$ cat config.mk
export PLATFORM = sky130hd
export DESIGN_NAME = fetch_rsp_buffer
export DESIGN_NICKNAME = d
export VERILOG_FILES = /design/src/rtl/fetch_rsp_buffer.sv
export SDC_FILE = /design/constraint.sdc
export NUM_CORES = 1
export LEC_CHECK = 0
export CAP_MARGIN = 40
export CORE_AREA = 5 5 161 163
export DETAILED_ROUTE_END_ITERATION = 8
export DIE_AREA = 0 0 166 168
export RECOVER_POWER = 100
export SLEW_MARGIN = 25
export SYNTH_ARGS = -nofsm -noshare
export SYNTH_HDL_FRONTEND = slang
export SYNTH_SLANG_ARGS = --single-unit
$ cat constraint.sdc
create_clock -name s_clk_i -period 2.9 [get_ports s_clk_i]
set_clock_uncertainty 0.15 [all_clocks]
set_input_delay 0.58 -clock s_clk_i [delete_from_list [all_inputs] [get_ports s_clk_i]]
set_output_delay 0.58 -clock s_clk_i [all_outputs]
set_load 0.01 [all_outputs]
$ cat src/rtl/fetch_rsp_buffer.sv
// -----------------------------------------------------------------------------
// fetch_rsp_buffer
//
// Instruction fetch response buffer that sits between the fetch bus interface
// and the decode stage. It tracks outstanding fetch requests, stores returned
// instruction words together with their fetch status, and grants a new request
// only when every in-flight response is guaranteed a slot. On a pipeline flush
// the buffer empties and the responses of all older in-flight requests are
// silently discarded as they arrive.
//
// Parameters:
//   DEPTH     number of buffer entries (power of two, 2..16)
//   MAX_PEND  maximum in-flight fetch requests (<= DEPTH)
//
// Ports:
//   s_clk_i        clock
//   s_resetn_i     asynchronous active-low reset
//   s_flush_i      pipeline redirect; empties buffer, discards older responses
//   s_req_i        fetch request accepted by the bus this cycle
//   s_grant_o      fetch may issue a request this cycle
//   s_rsp_i        fetch response valid this cycle
//   s_rsp_data_i   returned instruction word
//   s_rsp_err_i    returned fetch status (FETCH_VALID, FETCH_BSERR, ...)
//   s_dout_val_o   head entry valid
//   s_dout_data_o  head instruction word
//   s_dout_err_o   head fetch status
//   s_pop_i        decode consumes head (effective only when s_dout_val_o)
//   s_empty_o      buffer holds zero entries
//
// Configuration macro:
//   IFB_BYPASS_EN  when defined, a response arriving at an empty buffer with
//                  nothing to discard is presented on s_dout_* in the same
//                  cycle; if it is popped that cycle it is never stored.
// -----------------------------------------------------------------------------
module fetch_rsp_buffer #(
  parameter int DEPTH    = 4,
  parameter int MAX_PEND = 4
) (
  input  logic        s_clk_i,
  input  logic        s_resetn_i,
  input  logic        s_flush_i,
  input  logic        s_req_i,
  output logic        s_grant_o,
  input  logic        s_rsp_i,
  input  logic [31:0] s_rsp_data_i,
  input  logic [2:0]  s_rsp_err_i,
  output logic        s_dout_val_o,
  output logic [31:0] s_dout_data_o,
  output logic [2:0]  s_dout_err_o,
  input  logic        s_pop_i,
  output logic        s_empty_o
);

  localparam int AW = (DEPTH > 1) ? $clog2(DEPTH) : 1;
  localparam int CW = $clog2(DEPTH + 1);
  localparam int PW = $clog2(MAX_PEND + 1);
  localparam int GW = CW + 1;

  // Storage
  logic [31:0]   mem_data [DEPTH];
  logic [2:0]    mem_err  [DEPTH];

  // Control state
  logic [AW-1:0] wr_ptr;
  logic [AW-1:0] rd_ptr;
  logic [CW-1:0] cnt;
  logic [PW-1:0] pend;
  logic [PW-1:0] disc;

  // Per-cycle decisions
  logic          rsp_ok;    // response that matches an outstanding request
  logic          rsp_keep;  // response that belongs to the current stream
  logic          rd_en;     // head leaves storage
  logic          wr_en;     // response enters storage
  logic          byp_take;  // response consumed directly, never stored
  logic [GW-1:0] occ;       // slots already promised: stored + still owed
`ifdef IFB_BYPASS_EN
  logic          byp_hit;
`endif

  // NOTE: every signal gets a default at the top of the block, so no path
  // leaves one unassigned and no latch is inferred.
  always_comb begin
    rsp_ok   = s_rsp_i && (pend != '0);
    rsp_keep = rsp_ok && (disc == '0) && !s_flush_i;
    rd_en    = s_pop_i && (cnt != '0) && !s_flush_i;
`ifdef IFB_BYPASS_EN
    byp_hit  = rsp_keep && (cnt == '0);
    byp_take = byp_hit && s_pop_i;
`else
    byp_take = 1'b0;
`endif
    // A full buffer only accepts the word if the head leaves in the same cycle.
    wr_en    = rsp_keep && !byp_take && ((cnt != CW'(DEPTH)) || rd_en);
  end

  // NOTE: sequential state is updated with non-blocking assignments only, so
  // every register samples the pre-edge values of the others.
  always_ff @(posedge s_clk_i or negedge s_resetn_i) begin
    if (!s_resetn_i) begin
      wr_ptr <= '0;
      rd_ptr <= '0;
      cnt    <= '0;
      pend   <= '0;
      disc   <= '0;
    end else begin
      // Requests and responses are counted even across a flush; a request in
      // the flush cycle already belongs to the new stream.
      pend <= pend + PW'(s_req_i) - PW'(rsp_ok);

      if (s_flush_i) begin
        cnt    <= '0;
        wr_ptr <= '0;
        rd_ptr <= '0;
        // Everything issued before this cycle, minus a response that arrives
        // now (dropped here), must still be thrown away.
        disc   <= pend - PW'(rsp_ok);
      end else begin
        if (rsp_ok && (disc != '0)) disc <= disc - 1'b1;
        if (wr_en) wr_ptr <= wr_ptr + 1'b1;
        if (rd_en) rd_ptr <= rd_ptr + 1'b1;
        case ({wr_en, rd_en})
          2'b10:   cnt <= cnt + 1'b1;
          2'b01:   cnt <= cnt - 1'b1;
          default: cnt <= cnt;
        endcase
      end
    end
  end

  // NOTE: the storage array is reset as well, so the head outputs and every
  // entry read back after reset are defined zeros rather than X.
  always_ff @(posedge s_clk_i or negedge s_resetn_i) begin
    if (!s_resetn_i) begin
      for (int i = 0; i < DEPTH; i++) begin
        mem_data[i] <= '0;
        mem_err[i]  <= '0;
      end
    end else if (wr_en) begin
      mem_data[wr_ptr] <= s_rsp_data_i;
      mem_err[wr_ptr]  <= s_rsp_err_i;
    end
  end

  // Grant uses registered state only; a pop in this cycle earns no credit.
  always_comb begin
    occ       = GW'(cnt) + GW'(pend) - GW'(disc);
    s_grant_o = (occ < GW'(DEPTH)) && (pend < PW'(MAX_PEND));
  end

  // Head outputs; stale storage contents are masked while nothing is held.
  always_comb begin
    s_empty_o     = (cnt == '0);
    s_dout_val_o  = (cnt != '0);
    s_dout_data_o = s_dout_val_o ? mem_data[rd_ptr] : '0;
    s_dout_err_o  = s_dout_val_o ? mem_err[rd_ptr]  : '0;
`ifdef IFB_BYPASS_EN
    if (byp_hit) begin
      s_dout_val_o  = 1'b1;
      s_dout_data_o = s_rsp_data_i;
      s_dout_err_o  = s_rsp_err_i;
    end
`endif
  end

`ifndef SYNTHESIS
  // A response with nothing outstanding is a bus protocol violation.
  a_rsp_without_req : assert property (
    @(posedge s_clk_i) disable iff (!s_resetn_i)
    !(s_rsp_i && (pend == '0)));

  // A kept response must find room unless the head leaves in the same cycle.
  a_write_when_full : assert property (
    @(posedge s_clk_i) disable iff (!s_resetn_i)
    !(rsp_keep && (cnt == CW'(DEPTH)) && !rd_en));
`endif

endmodule

==> results.txt <==
* Reported leakage power: 4.40 nW
* Area share of fa/ha/maj cells after synthesis: 3.46%
- Core ar.: 24200 um2
- CTS placed an instance of sky130_fd_sc_hd__clkbuf_16 at the clock tree root.
- During placement, the flow inserted port buffers numbering 78.
- Number of antenna violations at the first check in global routing: 1
* HPWL after detailed placement: 11000 um
* Number of diodes: 0
* Post-Layout Inst Area: 9250 um2
- R2R setup slack: 0.01 ns
- Pin count of the biggest net entering global routing: 72
* Via count of the first global-routing pass: 4912
* Summed instance area of the synthesized netlist: approximately 7400 um2
- In the synthesized netlist, mux cells make up roughly a third of the area.
- In this run the count of I/O pins placed on the die edge is 79.
* Detail Route Antenna Nets: 0
* Clock-pin slew on the worst setup and hold paths: 0.06 ns
- Total grt overflow: 0
- Post-Synthesis Mean Instance Area: 15.2 um2
* Unique masters post-synth: 34
- Max-capacitance violation count: 1
* Worst-path cell with the longest stage delay: sky130_fd_sc_hd__fa_1
* CP Cell Sequence: inv_1, fa_1, inv_1, ha_4, a31oi_4, mux2i_1, nor2_1, buf_2
- Area post-placement: between 8000 and 9000 um2
- After technology mapping, the gate count stands at 484.
- In the post-route analysis, the smallest setup slack over all paths is -0.0524 ns.
- Final critical delay including setup and external delays: 2.95 ns
- Final hold analysis gives a worst-case slack of 0.351 ns.
- After detailed routing, the total wire length is 17600 um.
- Across all layers, the routed design uses 4374 vias.
- Post-synthesis sequential area ratio: 51.9%
* Area enclosed by the die boundary: around 28000 um2
- Crit path launch type: flip-flop
- Summed over its instances, the top area cell type makes up 51.9% of the synthesized netlist area.
* Net count of the mapped netlist: 543
- Number of failing setup endpoints in the final timing report: 1
* Site Rows: 57
* Hold crit path type: flip-flop to flip-flop
- Data on the critical path arrives at its endpoint at 2.22 ns.
* Remaining routing DRC violations: 0
* Vias per cell: about 4.7
- Share of cells above drive strength 1: 47.5%
* Global-route wire length before repair: approximately 28000 um
- In this run the deepest clock path goes through 2 buffers.
* Maximum single-stage delay on the critical path: approximately 0.53 ns
- Nets@finish: 649
- At the later pin of the worst-skew pair, clock insertion delay measures 0.42 ns.
* Synth Area in Simple Gates: 5.50%
- Synthesized-area fraction occupied by ao, oa, aoi and oai cells: 1.61%
- IR analysis of the VDD net gives a maximum drop of 0.245 mV.
- Warnings, synthesis: 0
- After Yosys synthesis, XOR and XNOR cells account for 0.832% of the synthesized area.
- Number of sinks on the clock net: between 150 and 200
- In this run, the number of DRC markers left after iteration 0 of detailed routing was 232.
- Area overhead of the layout relative to synthesis: 25.5%
- Most repeated library cell on the critical path: sky130_fd_sc_hd__inv_1
* Routed wire per std cell: 19.0 um
- Die Width: between 150 and 200 um
- Type of the worst setup path: flip-flop to primary output
- By area the synthesized netlist is led by sky130_fd_sc_hd__dfrtp_1, sky130_fd_sc_hd__mux2_2, sky130_fd_sc_hd__mux4_2.
- Synthesis inferred 153 register bits.
- Setup TNS: -0.0524 ns
- After filler insertion, the fill cell instance count of the layout stands at about 2300.
- Dividing the final minimum period by the clock period gives 102%.
- Worst Path Max Fanout: 2
* H-tree depth: 4
- First-pass detailed-route iteration total: 4
- Total CTS buffers: 17
* Violated checks: capacitance limit, slew limit, setup timing
* Main combinational cell family by area after synthesis: multiplexers
- CTS tree: built
* Highest achievable clock rate: 0.339 GHz
* Number of slew-limit violations in the final report: 72
- Global routing used around 13% of the available tracks.
- Setup repair after global routing could not meet its margin everywhere.
- Result of the run: complete, but fails checks
- Required time reported for the critical path endpoint: 2.17 ns
- At the end of routability-driven placement, the weighted congestion stood at 0.745.
* Slew at the pin closest to its max-slew limit: 1.82 ns
- Measured along the y axis, the die boundary spans 168 um.
- Rel. slew slack: -21.6%
- Power density over cell area: about 810 nW/um2
* Hold violation count in the final report: 0
- Of all cell types, the one taking the most synthesized area is sky130_fd_sc_hd__dfrtp_1.
- The worst setup path is captured at a primary output.
- Once the floorplan was initialized, standard cells occupied 30.5% of the core.
## metrics by stage
stage	util [%]	cells	power [W]	setup slack, ns
2_1_floorplan	-	484	0.00426	0.350
3_3_place_gp	35.8	887	0.00504	-0.0380
3_5_place_dp	35.8	887	0.00516	-0.0821
4_1_cts	38.5	922	0.00739	-0.146
5_1_grt	38.3	926	0.00796	-0.188
6_report	38.3	926	0.00750	-0.0524
## where the power goes
group | total [W] | switching (W) | internal, W
combinational | 0.00256 | 0.00110 | 0.00145
sequential | 0.00279 | 0.000226 | 0.00256
clock | 0.00216 | 0.000892 | 0.00127
## critical path: cells and delay by family (launching register included)
| kind | cells | cell delay, ns |
|---|---|---|
| AOI/OAI and AO/OA | 1 | 0.20 |
| adders and majority gates | 2 | 0.75 |
| buffers and inverters | 3 | 0.25 |
| DFF | 1 | 0.34 |
| muxes | 1 | 0.20 |
| and+or+nand+nor | 1 | 0.06 |
## per-layer routing
layer  GRT usage [%]  wire length [um]  share of wire, %  vias to the layer above
met5               0                13             0.074                        -
met4            3.44               151              0.86                        2
met3            3.35               787               4.5                       15
met2            21.3              8960                51                       89
met1            16.2              7720                44                     2318
li1                -                 -                 -                     1950
## state kept, by name (all words and copies together), names as in the netlist
name      flops
cnt           3
pend          3
mem_err      12
mem_data    128
rd_ptr        2
disc          3
wr_ptr        2
## placed cells by master (no fill, tap or decap), types with 2 or more instances in the layout
| master | netlist | layout |
|---|---|---|
| sky130_fd_sc_hd__a21oi_1 | 3 | 3 |
| sky130_fd_sc_hd__and2_1 | 35 | 35 |
| sky130_fd_sc_hd__buf_12 | 0 | 10 |
| sky130_fd_sc_hd__buf_16 | 0 | 2 |
| sky130_fd_sc_hd__buf_2 | 3 | 2 |
| sky130_fd_sc_hd__buf_4 | 0 | 11 |
| sky130_fd_sc_hd__clkbuf_1 | 10 | 3 |
| sky130_fd_sc_hd__clkbuf_16 | 0 | 21 |
| sky130_fd_sc_hd__clkbuf_2 | 0 | 38 |
| sky130_fd_sc_hd__clkbuf_4 | 0 | 3 |
| sky130_fd_sc_hd__clkbuf_8 | 0 | 4 |
| sky130_fd_sc_hd__clkdlybuf4s50_1 | 0 | 39 |
| sky130_fd_sc_hd__clkinv_2 | 0 | 3 |
| sky130_fd_sc_hd__clkinv_4 | 0 | 2 |
| sky130_fd_sc_hd__clkinvlp_4 | 0 | 3 |
| sky130_fd_sc_hd__dfrtp_1 | 153 | 151 |
| sky130_fd_sc_hd__dfrtp_2 | 0 | 2 |
| sky130_fd_sc_hd__fa_1 | 4 | 3 |
| sky130_fd_sc_hd__ha_1 | 14 | 13 |
| sky130_fd_sc_hd__inv_1 | 17 | 17 |
| sky130_fd_sc_hd__mux2_1 | 0 | 2 |
| sky130_fd_sc_hd__mux2_2 | 133 | 133 |
| sky130_fd_sc_hd__mux2_4 | 8 | 6 |
| sky130_fd_sc_hd__mux2i_1 | 4 | 4 |
| sky130_fd_sc_hd__mux4_2 | 35 | 35 |
| sky130_fd_sc_hd__nand2_1 | 6 | 6 |
| sky130_fd_sc_hd__nand2_4 | 4 | 4 |
| sky130_fd_sc_hd__nand2b_1 | 6 | 6 |
| sky130_fd_sc_hd__nand3_1 | 2 | 2 |
| sky130_fd_sc_hd__nor2_1 | 9 | 9 |
| sky130_fd_sc_hd__nor2b_1 | 2 | 2 |
| sky130_fd_sc_hd__o21ai_0 | 2 | 2 |
| sky130_fd_sc_hd__o31ai_1 | 3 | 2 |
| sky130_fd_sc_hd__xnor2_1 | 6 | 6 |
## cells by family after synthesis
family / count (synthesis)
adders and majority gates: 18
muxes: 180
and+or+nand+nor: 68
buffers and inverters: 43
DFF: 153
AOI/OAI and AO/OA: 15
xor gates and xnor gates: 7
## area by class of cell
cell class                 instances  area, um2  share of cell area, %
sequential                       153       3830                   41.4
clock buffer                      21        480                   5.19
tap                              324        405                   4.38
multi-input combinational        288       3300                   35.7
clock inverter                    10       93.8                   1.01
timing repair buffer             113       1070                   11.6
inverter                          17       63.8                  0.690
## cells in the mapped netlist
master,count
sky130_fd_sc_hd__nor2b_1,2
sky130_fd_sc_hd__o21ai_0,2
sky130_fd_sc_hd__buf_6,12
sky130_fd_sc_hd__or3_1,1
sky130_fd_sc_hd__a311oi_1,1
sky130_fd_sc_hd__o211ai_1,1
sky130_fd_sc_hd__buf_1,1
sky130_fd_sc_hd__nor3b_1,1
sky130_fd_sc_hd__inv_1,17
sky130_fd_sc_hd__buf_2,3
sky130_fd_sc_hd__nand2b_1,6
sky130_fd_sc_hd__clkbuf_1,10
sky130_fd_sc_hd__dfrtp_1,153
sky130_fd_sc_hd__a21oi_1,3
sky130_fd_sc_hd__nor3_1,1
sky130_fd_sc_hd__fa_1,4
sky130_fd_sc_hd__mux4_2,35
sky130_fd_sc_hd__xor2_1,1
sky130_fd_sc_hd__nor4_1,1
sky130_fd_sc_hd__o31ai_1,3
sky130_fd_sc_hd__nand3_1,2
sky130_fd_sc_hd__mux2_2,133
sky130_fd_sc_hd__nand2_4,4
sky130_fd_sc_hd__nand2_1,6
sky130_fd_sc_hd__a31oi_1,2
sky130_fd_sc_hd__a2111oi_4,1
sky130_fd_sc_hd__nor2_1,9
sky130_fd_sc_hd__mux2i_1,4
sky130_fd_sc_hd__ha_1,14
sky130_fd_sc_hd__xnor2_1,6
sky130_fd_sc_hd__and2_1,35
sky130_fd_sc_hd__o22ai_1,1
sky130_fd_sc_hd__o311ai_0,1
sky130_fd_sc_hd__mux2_4,8
## timing repair
item / 4_1_cts / 5_1_grt
gates resized for setup: 51 / 80
endpoints found under the setup margin: 38 / 8
pin swaps: 2 / 2
setup buffers: 2 / 1
cloned: 2 / 4
endpoints found under the hold margin: 0 / 0
hold buffers: 0 / 0
## worst paths after layout
check                        startpoint       endpoint  depth (start not counted)
setup / recovery                 cnt[1]      s_grant_o                          8
hold / removal             mem_data[17]   mem_data[17]                          1
setup reg to reg                 cnt[1]   mem_data[51]                          8
hold reg to reg            mem_data[17]   mem_data[17]                          1
max in group asynchronous    s_resetn_i  mem_data[111]                          2
min in group asynchronous    s_resetn_i  mem_data[105]                          1
(Power assumes the default switching activity.)
